### config.mk
export PLATFORM = sky130hd
export DESIGN_NAME = lap_capture_ctrl
export DESIGN_NICKNAME = d
export VERILOG_FILES = /design/src/rtl/lap_capture_ctrl.sv
export SDC_FILE = /design/constraint.sdc
export NUM_CORES = 1
export LEC_CHECK = 0
export ABC_AREA = 1
export BUFFER_PORTS_ARGS = -buffer_cell sky130_fd_sc_hd__buf_2
export CELL_PAD_IN_SITES_DETAIL_PLACEMENT = 0
export CELL_PAD_IN_SITES_GLOBAL_PLACEMENT = 1
export CORE_AREA = 2 2 101 103
export CTS_CLUSTER_DIAMETER = 120
export CTS_CLUSTER_SIZE = 20
export DETAILED_ROUTE_END_ITERATION = 10
export DIE_AREA = 0 0 103 105
export PLACE_DENSITY_LB_ADDON = 0.1
export RECOVER_POWER = 50
export SYNTH_ARGS = -nofsm -noshare
export SYNTH_HDL_FRONTEND = slang
export SYNTH_SLANG_ARGS = --single-unit
### constraint.sdc
create_clock -name clk -period 5.2 [get_ports clk]
set_clock_uncertainty 0.1 [all_clocks]
set_input_delay 1.04 -clock clk [delete_from_list [all_inputs] [get_ports clk]]
set_output_delay 1.04 -clock clk [all_outputs]
set_load 0.02 [all_outputs]
### src/rtl/lap_capture_ctrl.sv
// lap_capture_ctrl
// Lap/split controller for the stopwatch. An accepted lap snapshots the live
// timer value into a small FIFO and freezes the display on that value for
// HOLD_CYCLES cycles. A downstream reader drains the recorded laps over a
// valid/ready handshake. clear_timers empties everything and unfreezes.

module lap_capture_ctrl #(
    parameter int TW          = 12,
    parameter int DEPTH       = 4,
    parameter int HOLD_CYCLES = 100,
    parameter int HOLD_W      = 16
) (
    input  logic                       clk,
    input  logic                       rst_n,
    input  logic                       count_en,
    input  logic                       clear_timers,
    input  logic [1:0]                 status,
    input  logic                       lap,
    input  logic [TW-1:0]              time_in,
    output logic [TW-1:0]              disp_time,
    output logic                       disp_frozen,
    output logic                       rd_valid,
    output logic [TW-1:0]              rd_data,
    output logic [3:0]                 rd_idx,
    input  logic                       rd_ready,
    output logic [$clog2(DEPTH):0]     lap_count,
    output logic                       buf_full,
    output logic                       overflow
);

    localparam int PW = $clog2(DEPTH);
    localparam int CW = PW + 1;

    typedef enum logic [0:0] {
        ST_LIVE   = 1'b0,
        ST_FROZEN = 1'b1
    } state_t;

    // Lap buffer storage and bookkeeping
    logic [TW-1:0] buf_time_r [DEPTH];
    logic [3:0]    buf_idx_r  [DEPTH];
    logic [PW-1:0] wr_ptr_r;
    logic [PW-1:0] rd_ptr_r;
    logic [CW-1:0] lap_count_r;
    logic [3:0]    ord_r;
    logic          overflow_r;

    // Display state
    state_t        state_r;
    state_t        state_n;
    logic [TW-1:0] disp_time_r;
    logic [TW-1:0] disp_time_n;
    logic          disp_frozen_r;
    logic          disp_frozen_n;
    logic [HOLD_W-1:0] hold_r;
    logic [HOLD_W-1:0] hold_n;

    // Decoded events
    logic          lap_acc_s;
    logic          full_s;
    logic          valid_s;
    logic          pop_s;
    logic          wr_s;
    logic          drop_s;
    logic [3:0]    ord_nxt_s;

    // A lap only counts while the timer is genuinely running; clear wins over everything
    assign lap_acc_s = lap && (status == 2'b01) && count_en && !clear_timers;
    assign full_s    = (lap_count_r == CW'(DEPTH));
    assign valid_s   = (lap_count_r != {CW{1'b0}});
    assign pop_s     = valid_s && rd_ready && !clear_timers;
    // A full buffer still accepts a lap when the head leaves in the same cycle
    assign wr_s      = lap_acc_s && (!full_s || pop_s);
    assign drop_s    = lap_acc_s && full_s && !pop_s;
    // Ordinal runs 1..15 and never shows 0 once laps have been taken
    assign ord_nxt_s = (ord_r == 4'd15) ? 4'd1 : (ord_r + 4'd1);

    assign disp_time   = disp_time_r;
    assign disp_frozen = disp_frozen_r;
    assign rd_valid    = valid_s;
    assign rd_data     = buf_time_r[rd_ptr_r];
    assign rd_idx      = buf_idx_r[rd_ptr_r];
    assign lap_count   = lap_count_r;
    assign buf_full    = full_s;
    assign overflow    = overflow_r;

    // Buffer entry storage; contents are only visible through rd_valid so no reset is needed
    always_ff @(posedge clk) begin
        if (wr_s) begin
            buf_time_r[wr_ptr_r] <= time_in;
            buf_idx_r[wr_ptr_r]  <= ord_nxt_s;
        end
    end

    // Buffer pointers, occupancy, lap ordinal and sticky overflow flag
    always_ff @(posedge clk) begin
        if (!rst_n) begin
            wr_ptr_r    <= {PW{1'b0}};
            rd_ptr_r    <= {PW{1'b0}};
            lap_count_r <= {CW{1'b0}};
            ord_r       <= 4'd0;
            overflow_r  <= 1'b0;
        end else if (clear_timers) begin
            wr_ptr_r    <= {PW{1'b0}};
            rd_ptr_r    <= {PW{1'b0}};
            lap_count_r <= {CW{1'b0}};
            ord_r       <= 4'd0;
            overflow_r  <= 1'b0;
        end else begin
            if (wr_s) begin
                wr_ptr_r <= wr_ptr_r + PW'(1);
            end
            if (pop_s) begin
                rd_ptr_r <= rd_ptr_r + PW'(1);
            end
            if (wr_s && !pop_s) begin
                lap_count_r <= lap_count_r + CW'(1);
            end else if (!wr_s && pop_s) begin
                lap_count_r <= lap_count_r - CW'(1);
            end
            if (lap_acc_s) begin
                ord_r <= ord_nxt_s;
            end
            if (drop_s) begin
                overflow_r <= 1'b1;
            end
        end
    end

    // Display FSM state and registered display outputs
    always_ff @(posedge clk) begin
        if (!rst_n) begin
            state_r       <= ST_LIVE;
            disp_time_r   <= {TW{1'b0}};
            disp_frozen_r <= 1'b0;
            hold_r        <= {HOLD_W{1'b0}};
        end else begin
            state_r       <= state_n;
            disp_time_r   <= disp_time_n;
            disp_frozen_r <= disp_frozen_n;
            hold_r        <= hold_n;
        end
    end

    // Display FSM next state: live tracking, freeze on lap, timed release
    always_comb begin
        state_n       = state_r;
        disp_time_n   = disp_time_r;
        disp_frozen_n = disp_frozen_r;
        hold_n        = hold_r;
        if (clear_timers) begin
            state_n       = ST_LIVE;
            disp_time_n   = time_in;
            disp_frozen_n = 1'b0;
            hold_n        = {HOLD_W{1'b0}};
        end else begin
            case (state_r)
                ST_LIVE: begin
                    disp_time_n = time_in;
                    if (lap_acc_s) begin
                        state_n       = ST_FROZEN;
                        disp_frozen_n = 1'b1;
                        hold_n        = HOLD_W'(HOLD_CYCLES - 1);
                    end else begin
                        disp_frozen_n = 1'b0;
                    end
                end
                ST_FROZEN: begin
                    if (lap_acc_s) begin
                        // A fresh lap restarts the full hold window
                        disp_time_n   = time_in;
                        disp_frozen_n = 1'b1;
                        hold_n        = HOLD_W'(HOLD_CYCLES - 1);
                    end else if (hold_r == {HOLD_W{1'b0}}) begin
                        state_n       = ST_LIVE;
                        disp_time_n   = time_in;
                        disp_frozen_n = 1'b0;
                    end else begin
                        hold_n = hold_r - HOLD_W'(1);
                    end
                end
                default: begin
                    state_n       = ST_LIVE;
                    disp_time_n   = time_in;
                    disp_frozen_n = 1'b0;
                    hold_n        = {HOLD_W{1'b0}};
                end
            endcase
        end
    end

endmodule

# [Word level (Yosys, flattened, before mapping)]
# Memories as Yosys holds them, arrays and structs flattened. A register that Yosys moved wholly into a read port is not among the register bits.
# Cells that the tools add are included.
[op_classes] addsub=6 multipliers=0 div=0 magnitude_cmp=0 n_eq_ne=7 shift=0 muxes=24 n_bitwise=2 reduce_logical=20
[ops] op="$mux W16" n=3
[ops] op="$mux W12" n=3
[ops] op="$pmux W16 S2" n=1
[ops] op="$pmux W12 S2" n=1
[ops] op="$logic_not A16 Y1" n=1
[ops] op="$sub A16 B1 Y16 const B" n=1
[ops] op="$logic_and A1 B1 Y1" n=10
[ops] op="$mux W2" n=4
[ops] op="$mux W1" n=7
[ops] op="$mux W3" n=2
[ops] op="$add A2 B1 Y2 const B" n=2
[ops] op="$add A4 B1 Y4 const B" n=1
[ops] op="$eq A4 B4 Y1 const B" n=1
[ops] op="$logic_not A1 Y1" n=4
[ops] op="$mux W4" n=1
[ops] op="$ne A4 B2 Y1 const B" n=1
[ops] op="$pmux W1 S2" n=2
[ops] op="$add A3 B1 Y3 const B" n=1
[ops] op="$eq A3 B3 Y1 const B" n=1
[ops] op="$ne A3 B1 Y1 const B" n=1
[ops] op="$ne A3 B3 Y1 const B" n=1
[ops] op="$reduce_bool A3 Y1" n=1
[ops] op="$sub A3 B1 Y3 const B" n=1
[ops] op="$eq A2 B1 Y1 const B" n=1
[ops] op="6 further kinds" n=7
[totals] register_bits=42 latchBits=0 ram_bits=64 mem_bits_ro=0 inputBits=20 mem_count=2
[memory_table] memory="buf_time_r" depth=4 word_bits=12 read_ports=1 rd_clocked_by_memory_dff=1 wr=1 line_no="40" text="logic [TW-1:0] buf_time_r [DEPTH];"
[memory_table] memory="buf_idx_r" depth=4 word_bits=4 read_ports=1 rd_clocked_by_memory_dff=1 wr=1 line_no="41" text="logic [3:0] buf_idx_r [DEPTH];"

# [Longest topological paths before layout]
# Gate-level depths: netlist (run 1).
[logic_depth] word_depth=9 mapped_depth=11 ltp_nobuf=11

# [Worst setup path before layout (run 1)]
# OpenSTA, ideal clock, no wires.
[synth_timing] path_kind="input -> register" startpoint="input status[0]" endpoint="memory buf_idx_r[0][0], enable pin" setup_time_ns=0.389 arrival_time_ns=2.342 required_ns=4.711 path_slack_ns=2.369 stages=6 n_path_buf=0 path_cell_list="inv_1 -> nor2_2 -> nand4_4 -> nor2_2 -> inv_2 -> nor2_1"
[synth_between] elab_chain_cells=7
[synth_lines] element="start: declaration" line_no="17" text="input logic [1:0] status,"
[synth_lines] element="$eq A2 B1 Y1" line_no="68" text="assign lap_acc_s = lap && (status == 2'b01) && count_en && !clear_timers;"
[synth_lines] element="$logic_and A1 B1 Y1 (3 in a row)" line_no="68"
[synth_lines] element="$logic_and A1 B1 Y1" line_no="73" text="assign wr_s = lap_acc_s && (!full_s || pop_s);"
[synth_lines] element="named net wr_s" line_no="63" text="logic wr_s;"
[synth_lines] element="$mux W1" line_no="89" text="if (wr_s) begin"
[synth_lines] element="$mux W1 (implied by the code)" line_no="91" text="buf_idx_r[wr_ptr_r] <= ord_nxt_s;"
[synth_lines] element="end: declaration" line_no="41"
# The timed path passes the listed nets, and every way through them passes these cells.

==> results of run 1 <==
## area by class of cell
type                       instances  area share
inverter                          49      0.0360
tap                              133      0.0326
sequential                       108       0.549
clock inverter                     4     0.00514
multi-input combinational        305       0.300
timing repair buffer              58      0.0512
clock buffer                      12      0.0265
## flip-flops by register name, summed over array words and instances (netlist names), named ones only
register and cells:
rd_ptr_r 2, disp_frozen 1, state_r 1, buf_idx_r 16
buf_time_r 48, ord_r 4, overflow 1, wr_ptr_r 2
disp_time 12, hold_r 16, lap_count 3
## per-stage QoR
stage / hold slack (ns) / utilization / instance area [µm²]
global route: 0.413 / 0.530 / 5110
global placement: 0.354 / 0.518 / 4990
finish: 0.380 / 0.530 / 5110
CTS: 0.383 / 0.534 / 5150
floorplan: 0.336 / - / 4600
detailed placement: 0.358 / 0.518 / 4990
## per-layer routing
| metal | routed length (µm) | track usage | share of wire |
|---|---|---|---|
| met3 | 382 | 0.0274 | 0.039 |
| met5 | 0 | 0 | 0 |
| met4 | 134 | 0.0808 | 0.014 |
| met1 | 4600 | 0.261 | 0.47 |
| met2 | 4620 | 0.309 | 0.47 |
## how the worst min path moves through the flow
| stage | startpoint | end | slack [ns] | depth (start not counted) |
|---|---|---|---|---|
| after floorplan | rd_ptr_r[1] | flop | 0.34 | 2 |
| after global placement | rd_ptr_r[0] | rd_ptr_r[0] | 0.35 | 1 |
| after detailed placement | overflow | overflow | 0.36 | 2 |
| after CTS | ord_r[1] | ord_r[1] | 0.38 | 2 |
| after global routing | ord_r[1] | ord_r[1] | 0.41 | 2 |
| final | rd_ptr_r[0] | rd_ptr_r[0] | 0.38 | 1 |
## power breakdown
group / internal [mW] / switching (mW)
clock network: 0.174 / 0.268
logic: 0.0160 / 0.0428
registers: 0.909 / 0.00509
total: 1.10 / 0.316
## cells in the final DEF, fill, tap and decap left out, drive strengths merged
master,Yosys,layout
nand4,18,18
xor2,1,1
inv,49,49
edfxtp,64,64
nand2,72,72
dfxtp,44,44
o21a,1,1
a21oi,26,26
nand3,24,24
fa,1,1
o22ai,16,16
ha,8,8
buf,5,27
nor2,87,87
clkbuf,10,43
clkinv,0,1
clkinvlp,0,3
nor3b,1,1
o21ai,50,50
## cells by family (layout without fill, tap and decap cells)
kind of cell,Yosys count,after routing,synth area share
simple gates,202,202,0.200
flops,108,108,0.609
compound gates,93,93,0.106
buf+inv,64,123,0.0573
fa+ha+maj,9,9,0.0261
xor+xnor,1,1,0.00190
## synthesized netlist by cell type, drive strengths merged
library cell / n / area share
nor2: 87 / 0.078
nand2: 72 / 0.065
edfxtp: 64 / 0.42
o21ai: 50 / 0.054
inv: 49 / 0.040
dfxtp: 44 / 0.19
a21oi: 26 / 0.028
nand3: 24 / 0.027
nand4: 18 / 0.028
o22ai: 16 / 0.022
clkbuf: 10 / 0.0084
ha: 8 / 0.022
buf: 5 / 0.0090
fa: 1 / 0.0043
nor3b: 1 / 0.0016
o21a: 1 / 0.0016
xor2: 1 / 0.0019
==> results.cfg, run 1 <==
[detailed_routing]
first_iter_violations = 128
drc_errors = 0
antenna_left = 0
viasPerCell = 5.08
drt-total-wl_um = 9740
routedWlPerCell_um = 14.6
route.vias.total = 3399
dr.pass1.iters = 4

[clock_network]
cts_hold_buf = 0
cts_tree = yes
clk_latency_ns = 0.36
cts.htree.levels = 3
cts_made_buffers = 9
clockBufferDepth = 2
path_clk_slew_ns = 0.09
root_buffer = clkbuf_8
clkSinkCount = 108
ctsResizeCount = 0
post_cts_buffers = 0

[placed_design]
hpwlAfterDp_um = 6780
pre_cts_slack_ns = 1.61
gp_congestion = 0.823
portBuffers = 54
place_inst = 653

[sta]
rsz0062_at_grt = false
setup_tns_ns = 0
slew_viol_final = 0
finalCritPeriodShare = 0.649
tightestPinTransition_ns = 0.925
min_period_ns = 3.38
fin_ws_ns = 1.82
fmax_mhz = 296
hold_violations = 0
relSlewSlack = 0.382
finalSetupViolCount = 0

[setup_path]
crit_required_ns = 4.06
r2r-end = disp_time[6]
path_delay_family = buffers and inverters
critical_path_class = reg2out
rr_startpoint = state_r
ff2ff_setup_slack_ns = 2.86
cp.depth = 5
worstPathMaxFanout = 33
crit_chain = buf_4 -> inv_1 -> o21ai_0 -> o22ai_1 -> buf_2
path_buf_inv = 3
ff2ff_path_depth = 5
cp_slowest_cell = inv_1
endpoint = rd_data[8]
startpoint_type = flop
critPathMaxStageDelay_ns = 0.71
critPathCaptureType = output pin
worstPathArrival_ns = 2.24

[worst_hold_path]
hp-class = reg2reg

[pwr]
powerDensity_nw_per_um2 = 277
irDropWorstVdd_v = 0.000112
power.leakage_nw = 2.03
p_total_mw = 1.41

[synthesis]
ys_seq_area_frac = 0.609
yosys_warnings = 0
syn_area_um2 = 4600
syn-num-nets = 506
synthCells = 477
yosys_register_bits = 108
syn_area_per_cell_um2 = 9.65
synth_cell_type_count = 27

[global_routing]
grt_pass1_vias = 3328
antenna_found_initial = 0
grtUsageTotal = 0.193
grt_max_degree = 34
grt.overflow.total = 0
grt_pass1_wl_um = 16100

[layout]
ff_latch_area_um2 = 2800
area_delta_synth_final_pct = 11.0
fin_nets = 560
final.fill_count = 956
diodes = 0
final_cells = 669
drive_gt1_frac = 0.114
multi_input_area_um2 = 1530

[die]
num_rows = 36
fp.coreArea_um2 = 9640
die_w_um = 103
dieArea_um2 = 10800
fp.dieH_um = 105
io_pins = 55
start_util = 0.478

[run_status]
status = finished clean

[job]
maxCapViolations = 0
No activity file was read; power rests on OpenSTA's default activity.
==> run 2: changes to the inputs <==
--- a/config.mk
+++ b/config.mk
@@ -9,11 +9,11 @@
 export BUFFER_PORTS_ARGS = -buffer_cell sky130_fd_sc_hd__buf_2
 export CELL_PAD_IN_SITES_DETAIL_PLACEMENT = 0
 export CELL_PAD_IN_SITES_GLOBAL_PLACEMENT = 1
-export CORE_AREA = 2 2 101 103
+export CORE_AREA = 2 2 105 107
 export CTS_CLUSTER_DIAMETER = 120
 export CTS_CLUSTER_SIZE = 20
 export DETAILED_ROUTE_END_ITERATION = 10
-export DIE_AREA = 0 0 103 105
+export DIE_AREA = 0 0 107 109
 export PLACE_DENSITY_LB_ADDON = 0.1
 export RECOVER_POWER = 50
 export SYNTH_ARGS = -nofsm -noshare
==> constraint.sdc (replaced) <==
create_clock -name clk -period 3.4 [get_ports clk]
set_clock_uncertainty 0.1 [all_clocks]
set_input_delay 0.68 -clock clk [delete_from_list [all_inputs] [get_ports clk]]
set_output_delay 0.68 -clock clk [all_outputs]
set_load 0.02 [all_outputs]
==> run 2 against run 1 <==
Effect of this change:
- via count barely moved
- global-route usage is 1.0 points lower
- clock power rose by 68%
- sequential share of layout area decreased by 0.72 points
- combinational power is 54% higher
- utilization shrank 4.2 points
- non-clock buffer count is 5 higher
- critical endpoint unchanged
==> results.cfg, run 2 (synthesis results as in run 1) <==
[pwr]
p_total_mw = 2.23
irDropWorstVdd_v = 0.000155
power.leakage_nw = 2.07
powerDensity_nw_per_um2 = 431

[detailed_routing]
antenna_left = 0
viasPerCell = 4.99
route.vias.total = 3401
first_iter_violations = 266
routedWlPerCell_um = 14.9
dr.pass1.iters = 4
drt-total-wl_um = 10100
drc_errors = 0

[global_routing]
grt_pass1_vias = 3184
use_met1 = 0.232
antenna_found_initial = 0
grt_pass1_wl_um = 16200
grt.overflow.total = 0
grtUsageTotal = 0.183
grt_max_degree = 33
grtUsageMet2 = 0.313
busiest_layer = met2
grt_use_met3 = 0.0341

[setup_path]
cp_slowest_cell = inv_1
startpoint_type = flop
critical_path_class = reg2out
worstPathMaxFanout = 18
critPathMaxStageDelay_ns = 0.33
crit_chain = inv_1 -> buf_4 -> o21ai_0 -> o22ai_1 -> buf_2
path_buf_inv = 3
cp.depth = 5
path_delay_family = buffers and inverters
critPathCaptureType = output pin
ff2ff_path_depth = 11
crit_required_ns = 2.62
worstPathArrival_ns = 1.79

[sta]
min_period_ns = 2.57
finalCritPeriodShare = 0.756
setup_tns_ns = 0
hold_slack_ns = 0.369
fmax_mhz = 389
finalSetupViolCount = 0
hold_violations = 0
rsz0062_at_grt = false
fin_ws_ns = 0.831
tightestPinTransition_ns = 0.600
relSlewSlack = 0.600
slew_viol_final = 0

[placed_design]
placed_area_um2 = 5040
gp_congestion = 0.815
portBuffers = 54
pre_cts_slack_ns = 0.817
hpwlAfterDp_um = 6820

[layout]
fin_nets = 565
multi_input_area_um2 = 1530
final_common_cell = nor2_1
diodes = 0
top_regs = buf_time_r x48, buf_idx_r x16, hold_r x16
largest_reg_flops = 48
largest_register = buf_time_r
area_delta_synth_final_pct = 12.4
fin_area_um2 = 5170
drive_gt1_frac = 0.126
final.fill_count = 1013
layout_common_cells = nor2_1, nand2_1, edfxtp_1
ff_latch_area_um2 = 2800

[clock_network]
clkSinkCount = 108
clk_latency_ns = 0.36
root_buffer = clkbuf_8
post_cts_buffers = 0
path_clk_slew_ns = 0.09
cts.htree.levels = 3
cts_hold_buf = 0
cts_made_buffers = 9
clockBufferDepth = 2
ctsResizeCount = 0
cts_tree = yes

[worst_hold_path]
hp-class = reg2reg
holdPathStages = 2

[die]
num_rows = 38
io_pins = 55
fp.dieH_um = 109
fp.coreArea_um2 = 10600
die_w_um = 107
start_util = 0.434
dieArea_um2 = 11700

[run_status]
status = finished clean

[job]
maxCapViolations = 0
[run 2: cell types whose count changed in the layout (fill, tap and decap cells not counted), sizes merged]
cell | previous run | this run
buf | 27 | 32
bufinv | 0 | 1
clkbuf | 43 | 41
clkinv | 1 | 6
clkinvlp | 3 | 0
inv | 49 | 48
[run 2: final cells by class]
cell class | instances | area share
flip-flops and latches | 108 | 0.542
multi-input cells | 305 | 0.296
repair buffers | 63 | 0.0573
inverters | 49 | 0.0355
well taps | 140 | 0.0338
clock buffers | 10 | 0.0247
clock inverters | 6 | 0.0106
[run 2: path summary, 6_finish.rpt]
kind	to	startpoint	slack, ns
hold reg to reg	rd_ptr_r[1]	rd_ptr_r[1]	0.37
setup / recovery	rd_data[8]	flop	0.83
setup reg to reg	lap_count[2]	lap_count[0]	1.25
hold / removal	rd_ptr_r[1]	rd_ptr_r[1]	0.37
[run 2: worst min-delay path, stage by stage (launching register included)]
cell,delay (ns)
dfxtp_1,0.31
inv_1,0.06
a21oi_1,0.06
[run 2: per-layer routing]
layer / vias up / routed length, µm
met3: 8 / 554
met5: - / 0
met4: 0 / 108
met1: 1583 / 4590
li1: 1741 / -
met2: 69 / 4870
[run 2: report_power, final]
part | leakage (nW) | internal (mW) | switching [mW] | total (mW)
logic | 1.03 | 0.0251 | 0.0652 | 0.0903
registers | 0.946 | 1.39 | 0.00773 | 1.40
clock network | 0.0996 | 0.335 | 0.406 | 0.741
total | 2.07 | 1.75 | 0.479 | 2.23
[run 2: per-stage QoR]
step | std cells | utilization
floorplan | 477 | -
CTS | 681 | 0.492
detailed placement | 665 | 0.475
finish | 681 | 0.488
global route | 681 | 0.488
global placement | 665 | 0.475
==> run 3: changes to the inputs <==
--- a/config.mk
+++ b/config.mk
@@ -9,11 +9,11 @@
 export BUFFER_PORTS_ARGS = -buffer_cell sky130_fd_sc_hd__buf_2
 export CELL_PAD_IN_SITES_DETAIL_PLACEMENT = 0
 export CELL_PAD_IN_SITES_GLOBAL_PLACEMENT = 1
-export CORE_AREA = 2 2 105 107
+export CORE_AREA = 2 2 111 113
 export CTS_CLUSTER_DIAMETER = 120
 export CTS_CLUSTER_SIZE = 20
 export DETAILED_ROUTE_END_ITERATION = 10
-export DIE_AREA = 0 0 107 109
+export DIE_AREA = 0 0 113 115
 export PLACE_DENSITY_LB_ADDON = 0.1
 export RECOVER_POWER = 50
 export SYNTH_ARGS = -nofsm -noshare
==> constraint.sdc (replaced) <==
create_clock -name clk -period 2.22 [get_ports clk]
set_clock_uncertainty 0.1 [all_clocks]
set_input_delay 0.444 -clock clk [delete_from_list [all_inputs] [get_ports clk]]
set_output_delay 0.444 -clock clk [all_outputs]
set_load 0.02 [all_outputs]
==> run 3 against run 2 <==
Effect of this change:
- the run now ends with DRC left
- global-route usage fell by 1.8 points
- sequential share of layout area fell by 2.2 points
- utilization down 3.1 points
- routed wire length increased by 2.2%
- first-iteration DRC count decreased by 14%
- sequential cell count unchanged
- design area up 4.3%
- combinational power increased by 62%
- hold slack worse by 0.081 ns
- power is 75% higher
==> results.cfg, run 3 (synthesis results as in run 1) <==
[die]
io_pins = 55
die_w_um = 113
fp.coreArea_um2 = 11800
fp.dieH_um = 115
num_rows = 40
dieArea_um2 = 13000
start_util = 0.390

[setup_path]
crit_required_ns = 1.68
rr_startpoint = lap_count[0]
crit_chain = inv_1 -> buf_4 -> o21ai_0 -> o22ai_1 -> buf_2
critPathMaxStageDelay_ns = 0.33
path_buf_inv = 3
worstPathMaxFanout = 13
cp_slowest_cell = dfxtp_1
ff2ff_path_depth = 11
worstPathArrival_ns = 1.54
startpoint_type = flop
path_delay_family = buffers and inverters
cp.depth = 5
critical_path_class = reg2out
critPathCaptureType = output pin

[pwr]
irDropWorstVdd_v = 0.000454
powerDensity_nw_per_um2 = 723
p_total_mw = 3.90
power.leakage_nw = 2.17

[sta]
relSlewSlack = 0.591
rsz0062_at_grt = false
slew_viol_final = 0
finalSetupViolCount = 0
finalCritPeriodShare = 0.939
fmax_mhz = 480
setup_tns_ns = 0
hold_slack_ns = 0.288
tightestPinTransition_ns = 0.612
min_period_ns = 2.09
hold_violations = 0

[clock_network]
post_cts_buffers = 0
cts_hold_buf = 0
clkSinkCount = 108
clockBufferDepth = 2
cts_tree = yes
cts_made_buffers = 9
path_clk_slew_ns = 0.07
root_buffer = clkbuf_16
cts.htree.levels = 3
clk_latency_ns = 0.34

[detailed_routing]
first_iter_violations = 228
route.vias.total = 3449
routedWlPerCell_um = 14.8
viasPerCell = 4.94
antenna_left = 0
dr.pass1.iters = 7
drc_errors = 5
drt-total-wl_um = 10300

[global_routing]
grt.overflow.total = 0
grt_max_degree = 33
grt_pass1_vias = 3288
grtUsageTotal = 0.165
grt_pass1_wl_um = 16500
antenna_found_initial = 0

[layout]
layout_common_cells = nor2_1, nand2_1, edfxtp_1
largest_register = buf_time_r
final.fill_count = 1169
largest_reg_flops = 48
fin_area_um2 = 5400
multi_input_area_um2 = 1520
final_common_cell = nor2_1
top_regs = buf_time_r x48, buf_idx_r x16, hold_r x16
fin_nets = 575
diodes = 0
area_delta_synth_final_pct = 17.3
ff_latch_area_um2 = 2800
drive_gt1_frac = 0.138

[placed_design]
hpwlAfterDp_um = 7110
gp_congestion = 0.793
placed_area_um2 = 5140
portBuffers = 54

[job]
maxCapViolations = 0

[run_status]
status = finished with violations
violations = DRC

[worst_hold_path]
holdPathStages = 3
min_from = rst_n
hp-class = in2reg
-- run 3: final cells by class --
type | instances | share of cell area
clock buffers | 11 | 0.0431
well taps | 147 | 0.0341
multi-input cells | 305 | 0.282
flip-flops and latches | 108 | 0.519
clock inverters | 5 | 0.0125
inverters | 49 | 0.0341
repair buffers | 73 | 0.0749
-- run 3: power by group --
part           internal [mW]  switching (mW)  total (mW)
clock                  0.892           0.725        1.62
sequential              2.13         0.00949        2.14
combinational         0.0443           0.102       0.146
-- run 3: through the flow --
step	setup WS (ns)	cells	util
floorplan	-0.0149	477	-
global placement	0.0326	682	0.436
detailed placement	-0.0357	682	0.436
CTS	0.0545	698	0.461
global route	0.00659	698	0.457
finish	0.135	698	0.457
-- run 3: worst paths after layout --
| kind | endpoint | slack (ns) |
|---|---|---|
| hold reg to reg | ord_r[1] | 0.38 |
| setup reg to reg | lap_count[2] | 0.21 |
| setup / recovery | rd_data[4] | 0.13 |
| hold / removal | ord_r[0] | 0.29 |
-- run 3: tightest hold or removal path, delay by kind of cell --
kind | cells | cell delay [ns]
buffers and inverters | 1 | 0.12
AND/OR/NAND/NOR | 2 | 0.13
-- run 3: routing by layer --
metal,track usage,wire length (µm)
met4,0.0545,121
met2,0.281,4860
met3,0.0443,489
met5,0,0
met1,0.206,4870
-- run 3: what timing repair did --
action / CTS / global route
endpoints found under the hold margin: 0 / 0
setup endpoints to repair: 0 / 4
gates resized for setup: 0 / 4
